$ cat src/rtl/mul_div_seq_pkg.sv
// Shared constants for the iterative M-extension unit: funct3 opcodes,
// FSM state encodings and the default operand width.
package mul_div_seq_pkg;

  localparam int XLEN_DEFAULT = 32;

  localparam logic [2:0] F3_MUL    = 3'b000;
  localparam logic [2:0] F3_MULH   = 3'b001;
  localparam logic [2:0] F3_MULHSU = 3'b010;
  localparam logic [2:0] F3_MULHU  = 3'b011;
  localparam logic [2:0] F3_DIV    = 3'b100;
  localparam logic [2:0] F3_DIVU   = 3'b101;
  localparam logic [2:0] F3_REM    = 3'b110;
  localparam logic [2:0] F3_REMU   = 3'b111;

  typedef enum logic [1:0] {
    MD_IDLE = 2'd0,
    MD_CALC = 2'd1,
    MD_FIX  = 2'd2,
    MD_DONE = 2'd3
  } md_state_t;

  // funct3[2] separates the divide family from the multiply family
  function automatic logic is_div(input logic [2:0] op);
    return op[2];
  endfunction

endpackage

$ cat src/rtl/md_sign_fix.sv
// Final result shaping: conditional negate of the unsigned product,
// quotient or remainder, then selection of the architectural result.
module md_sign_fix
  import mul_div_seq_pkg::*;
#(
  parameter int XLEN = XLEN_DEFAULT
) (
  input  logic [2:0]        op,
  input  logic              sign_a,
  input  logic              sign_b,
  input  logic [2*XLEN-1:0] acc,
  output logic [XLEN-1:0]   result
);

  logic              neg_prod;
  logic [2*XLEN-1:0] prod;
  logic [XLEN-1:0]   quot;
  logic [XLEN-1:0]   rem;

  // Signs are already zero for operands treated as unsigned, so only MULHSU
  // needs special handling (its rs2 sign never contributes).
  always_comb begin
    neg_prod = (op == F3_MULHSU) ? sign_a : (sign_a ^ sign_b);
    prod     = neg_prod ? -acc : acc;
    quot     = (sign_a ^ sign_b) ? -acc[XLEN-1:0] : acc[XLEN-1:0];
    rem      = sign_a ? -acc[2*XLEN-1:XLEN] : acc[2*XLEN-1:XLEN];
    case (op)
      F3_MUL:                      result = prod[XLEN-1:0];
      F3_MULH, F3_MULHSU, F3_MULHU: result = prod[2*XLEN-1:XLEN];
      F3_DIV, F3_DIVU:             result = quot;
      default:                     result = rem;
    endcase
  end

endmodule

$ cat src/rtl/mul_div_seq.sv
// Iterative RV32M/RV64M multiply/divide unit, one result bit per cycle.
//
// state   | meaning
// --------+-------------------------------------------------------------
// MD_IDLE | waiting for iStart
// MD_CALC | XLEN shift-add (mul) or restoring-divide (div) iterations
// MD_FIX  | sign correction and result select, oResult registered
// MD_DONE | oDone pulse; a new start may be accepted in this cycle
module mul_div_seq
  import mul_div_seq_pkg::*;
#(
  parameter int XLEN = XLEN_DEFAULT
) (
  input  logic            iCLK,
  input  logic            iRST,
  input  logic            iStart,
  input  logic            iFlush,
  input  logic [2:0]      iOp,
  input  logic [XLEN-1:0] iA,
  input  logic [XLEN-1:0] iB,
  output logic            oBusy,
  output logic            oDone,
  output logic [XLEN-1:0] oResult
);

  localparam int CNT_W = $clog2(XLEN) + 1;

  md_state_t         state;
  logic [CNT_W-1:0]  cnt;
  logic [2:0]        op_q;
  logic              sign_a;
  logic              sign_b;
  logic [2*XLEN-1:0] acc;
  logic [XLEN-1:0]   opnd;
  logic [XLEN-1:0]   result;

  logic              accept;
  logic              a_neg;
  logic              b_neg;
  logic [XLEN-1:0]   mag_a;
  logic [XLEN-1:0]   mag_b;
  logic              div_zero;
  logic              div_ovf;
  logic [XLEN-1:0]   special_res;
  logic [XLEN:0]     mul_sum;
  logic [XLEN:0]     div_trial;
  logic [2*XLEN-1:0] acc_next;
  logic [XLEN-1:0]   fix_result;

  // Acceptance decode: operand signs/magnitudes and the cases that skip CALC
  always_comb begin
    accept   = iStart && !iFlush && (state == MD_IDLE || state == MD_DONE);
    a_neg    = iA[XLEN-1] && (iOp == F3_MULH || iOp == F3_MULHSU ||
                              iOp == F3_DIV  || iOp == F3_REM);
    b_neg    = iB[XLEN-1] && (iOp == F3_MULH || iOp == F3_DIV || iOp == F3_REM);
    mag_a    = a_neg ? -iA : iA;
    mag_b    = b_neg ? -iB : iB;
    div_zero = is_div(iOp) && (iB == '0);
    div_ovf  = (iOp == F3_DIV || iOp == F3_REM) &&
               (iA == {1'b1, {(XLEN-1){1'b0}}}) && (iB == '1);
    // funct3[1] distinguishes remainder from quotient within the divide family
    if (div_zero) special_res = iOp[1] ? iA : '1;
    else          special_res = iOp[1] ? '0 : iA;
  end

  // One iteration: acc = {hi, multiplier} for mul, {remainder, quotient} for div
  always_comb begin
    mul_sum   = {1'b0, acc[2*XLEN-1:XLEN]} + (acc[0] ? {1'b0, opnd} : '0);
    div_trial = acc[2*XLEN-1:XLEN-1] - {1'b0, opnd};
    if (is_div(op_q))
      acc_next = div_trial[XLEN] ? {acc[2*XLEN-2:0], 1'b0}
                                 : {div_trial[XLEN-1:0], acc[XLEN-2:0], 1'b1};
    else
      acc_next = {mul_sum, acc[XLEN-1:1]};
  end

  md_sign_fix #(.XLEN(XLEN)) u_sign_fix (
    .op     (op_q),
    .sign_a (sign_a),
    .sign_b (sign_b),
    .acc    (acc),
    .result (fix_result)
  );

  // Control FSM and datapath registers
  always_ff @(posedge iCLK) begin
    if (iRST) begin
      state  <= MD_IDLE;
      cnt    <= '0;
      op_q   <= '0;
      sign_a <= 1'b0;
      sign_b <= 1'b0;
      acc    <= '0;
      opnd   <= '0;
      result <= '0;
    end else begin
      case (state)
        MD_IDLE, MD_DONE: begin
          if (accept) begin
            op_q   <= iOp;
            sign_a <= a_neg;
            sign_b <= b_neg;
            if (div_zero || div_ovf) begin
              result <= special_res;
              state  <= MD_DONE;
            end else begin
              cnt   <= CNT_W'(XLEN);
              acc   <= {{XLEN{1'b0}}, is_div(iOp) ? mag_a : mag_b};
              opnd  <= is_div(iOp) ? mag_b : mag_a;
              state <= MD_CALC;
            end
          end else begin
            state <= MD_IDLE;
          end
        end
        MD_CALC: begin
          if (iFlush) begin
            state <= MD_IDLE;
          end else begin
            acc <= acc_next;
            cnt <= cnt - CNT_W'(1);
            if (cnt == CNT_W'(1)) state <= MD_FIX;
          end
        end
        MD_FIX: begin
          if (iFlush) begin
            state <= MD_IDLE;
          end else begin
            result <= fix_result;
            state  <= MD_DONE;
          end
        end
        default: state <= MD_IDLE;
      endcase
    end
  end

  assign oBusy   = (state == MD_CALC) || (state == MD_FIX);
  assign oDone   = (state == MD_DONE);
  assign oResult = result;

endmodule

$ cat config.mk
export PLATFORM = sky130hd
export DESIGN_NAME = mul_div_seq
export DESIGN_NICKNAME = d
export VERILOG_FILES = /design/src/rtl/mul_div_seq_pkg.sv /design/src/rtl/md_sign_fix.sv /design/src/rtl/mul_div_seq.sv
export SDC_FILE = /design/constraint.sdc
export NUM_CORES = 1
export LEC_CHECK = 0
export CAP_MARGIN = 20
export CORE_UTILIZATION = 40
export DETAILED_ROUTE_END_ITERATION = 7
export PLACE_DENSITY = 0.59
export SLEW_MARGIN = 10
export SYNTH_ARGS = -nofsm -noshare
export SYNTH_HDL_FRONTEND = slang
export SYNTH_SLANG_ARGS = --single-unit
export TNS_END_PERCENT = 30
$ cat constraint.sdc
create_clock -name iCLK -period 4.65 [get_ports iCLK]
set_input_delay 0.6975 -clock iCLK [delete_from_list [all_inputs] [get_ports iCLK]]
set_output_delay 0.6975 -clock iCLK [all_outputs]
set_load 0.03 [all_outputs]
== Word level (Yosys, flattened, before mapping) ==
Index checks and enable logic that the tools add are counted.
Storage, ports and cells
  logic and storage cells: 101
  register bits after elaboration: 141
  bits of input ports: 71
  output and inout port bits: 34
Operators by class
  multiplexer cells: 33
  bitwise gates (word level): 2
  equal/unequal tests: 21
  reductions and logical operators: 29
  add/subtract/negate cells: 8
Operators by type and width (count)
  $mux 32: 13
  $mux 64: 6
  $neg 32->32: 4
  $pmux 64 s2: 1
  $pmux 32 s3: 1
  $eq 32x32->1 const B: 2
  $neg 64->64: 1
  $pmux 32 s2: 1
  $add 32x32->33: 1
  $sub 33x32->33: 1
  $logic_not 32->1: 1
  $mux 6: 3
  $eq 3x3->1 const B: 4
  $pmux 6 s2: 1
  $mux 2: 5
  $ne 2x2->1 const B: 5
  $eq 3x2->1 const B: 3
  $logic_or 1x1->1: 9
  $reduce_and 4->1: 2
  $logic_and 1x1->1: 7
  $eq 3x1->1 const B: 2
  $eq 6x1->1 const B: 1
  $pmux 2 s3: 1
  $sub 6x1->6 const B: 1
  other kinds (14): 17

== Depth between registers and ports, before layout ==
Gate-level depths: netlist of run 1.
  depth in word-level cells: 10
  depth in mapped cells: 15
  mapped depth without buffers: 15

== By module ==
From an unflattened synthesis of run 1, not the netlist that was laid out.
Second synthesis, totals
  cell total of the unflattened synthesis: 2190
  area total of the unflattened synthesis: 15692.6 sq um
By module, submodules not included
  mul_div_seq: cells an instance 1698, seq. area each 2822.7 sq um, times used 1, area an instance 12707.2 sq um
  md_sign_fix: cells an instance 492, seq. area each 0.0 sq um, times used 1, area an instance 2985.4 sq um

== Worst setup path after synthesis of run 1 ==
Ideal clock, no wire load.
  kind: register to register
  start: register acc[32]
  end: register acc[46]
  slack: 1.200 ns
  required time: 4.524 ns
  buffers on the path: 3
  setup time: 0.126 ns
  data arrival time: 3.324 ns
  period minus slack after synthesis: 3.450 ns
  stages on the path, launching flop included: 16
  cell sequence: dfxtp_1 clkbuf_1 inv_1 fa_1 nand2b_1 a21oi_1 a2111o_1 a21oi_1 o211ai_1 a21oi_1 a21oi_1 xor2_1 buf_2 clkbuf_1 mux2i_1 o21ai_0
On the way
  word-level cells in the longest chain between the ends: 5
  elaborated cells on any way between the ends: 6
  classes of those cells: add/sub: 2; mux: 4
Ends and longest elaborated chain
  from (decl): line mul_div_seq.sv:33  | logic [2*XLEN-1:0] acc;
  from (signal assigned): line mul_div_seq.sv:108  | acc <= {{XLEN{1'b0}}, is_div(iOp) ? mag_a : mag_b};
  from (signal assigned): line mul_div_seq.sv:120  | acc <= acc_next;
  $sub 33x32->33: line mul_div_seq.sv:69  | div_trial = acc[2*XLEN-1:XLEN-1] - {1'b0, opnd};
  $mux 64: line mul_div_seq.sv:71  | acc_next = div_trial[XLEN] ? {acc[2*XLEN-2:0], 1'b0}
  $mux 64 *: line mul_div_seq.sv:70  | if (is_div(op_q))
  $mux 64 *: line mul_div_seq.sv:117  | if (iFlush) begin
  $pmux 64 s2 *: line mul_div_seq.sv:97  | case (state)
Every way passes the cells marked *; elsewhere a longest branch is shown, timed or not. The select of a mux whose other input is x is not followed.
A chain may end at the register's enable or synchronous reset.

== Worst setup path in the final report of run 1 ==
  start: register acc[33]
  end: register result[28] (netlist: oResult[28])
On the way
  word-level cells in the longest chain between the ends: 5
  elaborated cells on any way between the ends: 7
  classes of those cells: add/sub: 2; mux: 5
Ends and longest elaborated chain
  $neg 64->64 / $neg 32->32 (equally long branches): line md_sign_fix.sv:24, md_sign_fix.sv:26
  $mux 64 / $mux 32 (equally long branches): line md_sign_fix.sv:24, md_sign_fix.sv:26
  $pmux 32 s3 *: line md_sign_fix.sv:27  | case (op)
  $mux 32 *: line mul_div_seq.sv:126  | if (iFlush) begin
  $pmux 32 s2 *: line mul_div_seq.sv:97
  to (signal assigned): line mul_div_seq.sv:104  | result <= special_res;
  to (signal assigned): line mul_div_seq.sv:129  | result <= fix_result;
  to (decl): line mul_div_seq.sv:35  | logic [XLEN-1:0] result;
Marked as above.

==> results of run 1 <==
==> flip-flops by register name, indices dropped and copies added (netlist names) <==
signal,flops
sign_b,1
state,2
sign_a,1
acc,64
op_q,3
oResult,32
opnd,32
cnt,6
==> cell type report <==
cell class / count / area (um^2) / area share
Sequential cell: 141 / 2820 / 0.159
Multi-Input combinational cell: 1805 / 11800 / 0.662
Clock buffer: 18 / 439 / 0.0247
Tap cell: 511 / 639 / 0.0359
Clock inverter: 14 / 154 / 0.00865
Inverter: 71 / 267 / 0.0150
Timing Repair Buffer: 183 / 1690 / 0.0949
==> power breakdown <==
group	internal [mW]	leakage, nW	switching, mW
logic	0.620	5.50	0.996
clock network	0.813	0.285	0.618
registers	1.27	1.15	0.0971
==> routing by layer <==
metal	global-route usage	vias to the layer above
li1	-	7964
met1	0.445	7932
met2	0.455	896
met3	0.0528	151
met4	0.134	4
met5	0	-
==> synth_stat cells (all sizes together), types with 26 or more instances <==
cell type	number	share of area
mux2i	70	0.045
mux2	27	0.019
a31oi	26	0.010
nand2	160	0.040
o21ai	153	0.050
ha	74	0.059
xnor2	104	0.058
o31ai	27	0.013
nor3	92	0.031
or3	31	0.013
buf	44	0.017
a211oi	109	0.052
a21o	36	0.017
a21oi	170	0.055
nor2	317	0.077
dfxtp	141	0.18
xor2	109	0.061
inv	71	0.017
clkbuf	137	0.033
==> tightest hold or removal path: stages (launching register included) <==
cell and delay (ns):
dfxtp_1 0.31, nand2_1 0.05, a21oi_1 0.05
==> metrics by stage <==
stage                     hold WS [ns]  cell area (um^2)
after floorplan                  0.457             15600
after global routing             0.484             17800
after global placement           0.447             17200
after detailed placement         0.448             17200
final                            0.457             17800
after CTS                        0.459             17800
==> final timing paths <==
check / cells after the start / start / to / slack, ns
setup / recovery: 12 / acc[33] / oResult[28] / 0.47
setup reg to reg: 12 / acc[33] / oResult[28] / 0.47
hold / removal: 2 / oResult[1] / oResult[1] / 0.46
hold reg to reg: 2 / oResult[1] / oResult[1] / 0.46
==> kinds of logic (layout without fill, tap and decap cells) <==
| family | Yosys count | after routing | share of synthesized area |
|---|---|---|---|
| simple gates | 746 | 746 | 0.224 |
| compound gates | 664 | 664 | 0.276 |
| buf+inv | 252 | 286 | 0.0675 |
| xor+xnor | 213 | 213 | 0.120 |
| flops | 141 | 141 | 0.181 |
| mux | 97 | 97 | 0.0644 |
| fa+ha+maj | 85 | 85 | 0.0677 |
==> impl_metrics.csv, run 1 <==
group,metric,value,unit
outcome,status,"finished clean",
die,die_w,200,um
global_route,grt_pass1_vias,15300,
critical_path,crit_arrival,4.48,ns
global_route,antenna_found_initial,2,
detailed_routing,vias,16900,
critical_path,cpLargestDelayFamily,"simple AND/OR/NAND/NOR gates",
synthesis,yosysWarnings,0,
final_layout,final_layout_size_suffix_gt1_frac,0.0829,
die,die_h,200,um
critical_path,crit_buf_inv,1,
synthesis,synth-main-ff-cell,"dfxtp_1",
final_layout,fin_cells,2743,
final_layout,nFillCells,3907,
min_path,holdCritPathClass,"flip-flop to flip-flop",
timing,max_freq,0.239,GHz
detailed_routing,drt-met1-wl,27900,um
timing,report.final.slew_viol_count,0,
final_layout,syn_to_final_growth,14.0,%
synthesis,synth.yosys.seq_area_share,0.181,
clock_tree,cts-root-buf,"clkbuf_16",
detailed_routing,firstDrtPassIters,6,
clock_tree,cts_made_buffers,17,
detailed_routing,top_layer_used,"met5",
clock_tree,cts.clk_slew.worst_paths,0.07,ns
timing,finalSetupTns,0,ns
global_route,grt_util_all_layers,0.312,
detailed_routing,drtAntennaViolNets,0,
detailed_routing,drcViolationCount,0,
placed_design,place_congestion,0.986,
synthesis,yosysUniqueCellTypes,88,
clock_tree,cts_buffer_depth,2,
clock_tree,tritoncts,"yes",
detailed_routing,dr_wl_met3,6200,um
timing,skew,0.0161,ns
global_route,grt_overflow,0,
placed_design,io_buffers,104,
synthesis,syn-instance-count,2198,
synthesis,synth_edf_count,0,
critical_path,cp.required,4.95,ns
global_route,grt_max_degree,86,
timing,relSlewSlack,0.287,
final_layout,layout_common_cells,"nor2_1, a21oi_1, nand2_1",
die,dieArea,0.0398,mm^2
critical_path,cpMaxStageDelayCell,"or4_1",
critical_path,crit_chain,"inv_1, ha_1, or3b_2, or2_1, or4_1, nor4_4, nand4_1, o21ai_1, xor2_1, o221ai_1, a311oi_1, nor3_1",
detailed_routing,met2_length,25600,um
detailed_routing,wl_per_cell,22.8,um
power,p_leak,6.94,nW
critical_path,critPathMaxStageDelay,0.70,ns
power,power_density,248,mW/mm^2
clock_tree,clock_sinks,141,
clock_tree,post_cts_resized,0,
die,boundaryPins,105,
timing,setup_viol,0,
detailed_routing,drt_iter0_drc,2048,
die,core_area,0.0380,mm^2
detailed_routing,totalWireLength,62500,um
power,irDropWorstVdd,0.190,mV
final_layout,diodes,0,
clock_tree,clk-insertion-delay-late,0.45,ns
placed_design,dpl_worst_slack,0.200,ns
synthesis,netlist_area,0.0156,mm^2
critical_path,worst_setup_path_start_kind,"flip-flop",
final_layout,final_core_util,0.468,
synthesis,synth-seq-cells,141,
timing,min_period_over_period,0.900,
timing,finalCriticalPeriod,4.18,ns
placed_design,hpwlAfterDp,48300,um
power,fin_total_pwr,4.41,mW
detailed_routing,routed_via_density,6.18,
timing,worst_pin_slew,1.06,ns
die,rows,71,
flow_run,cap_violations,0,
timing,layout_setup_ws,0.466,ns
final_layout,final_common_cell,"nor2_1",
synthesis,syn_avg_cell_area,7.10,um^2
timing,hold_viol,0,
clock_tree,post-cts-setup-buffers,0,
final_layout,nets,2366,
critical_path,path_max_fanout,11,
die,start_util,0.410,
timing,rsz0062_at_grt,"false",
synthesis,synthArstFlopShare,0,
clock_tree,htreeDepth,4,
global_route,grt_pass1_wl,93700,um
critical_path,cp-end-kind,"flip-flop",
placed_design,placed_cells,2711,
synthesis,synth_fp_nets,2345,
critical_path,critPathKind,"flip-flop to flip-flop",
clock_tree,ctsHoldBuffers,0,
No activity file was read; power rests on OpenSTA's default activity.
==> inputs of run 2 (changes only) <==
- SKIP_LAST_GASP: default -> 1
==> results of run 2 <==
The final DEF is identical to that of run 1; final timing and power are the same.
==> inputs of run 3 (changes only) <==
- CAP_MARGIN: 20 -> default
==> results of run 3 <==
The final DEF is identical to that of run 1; final timing and power are the same.
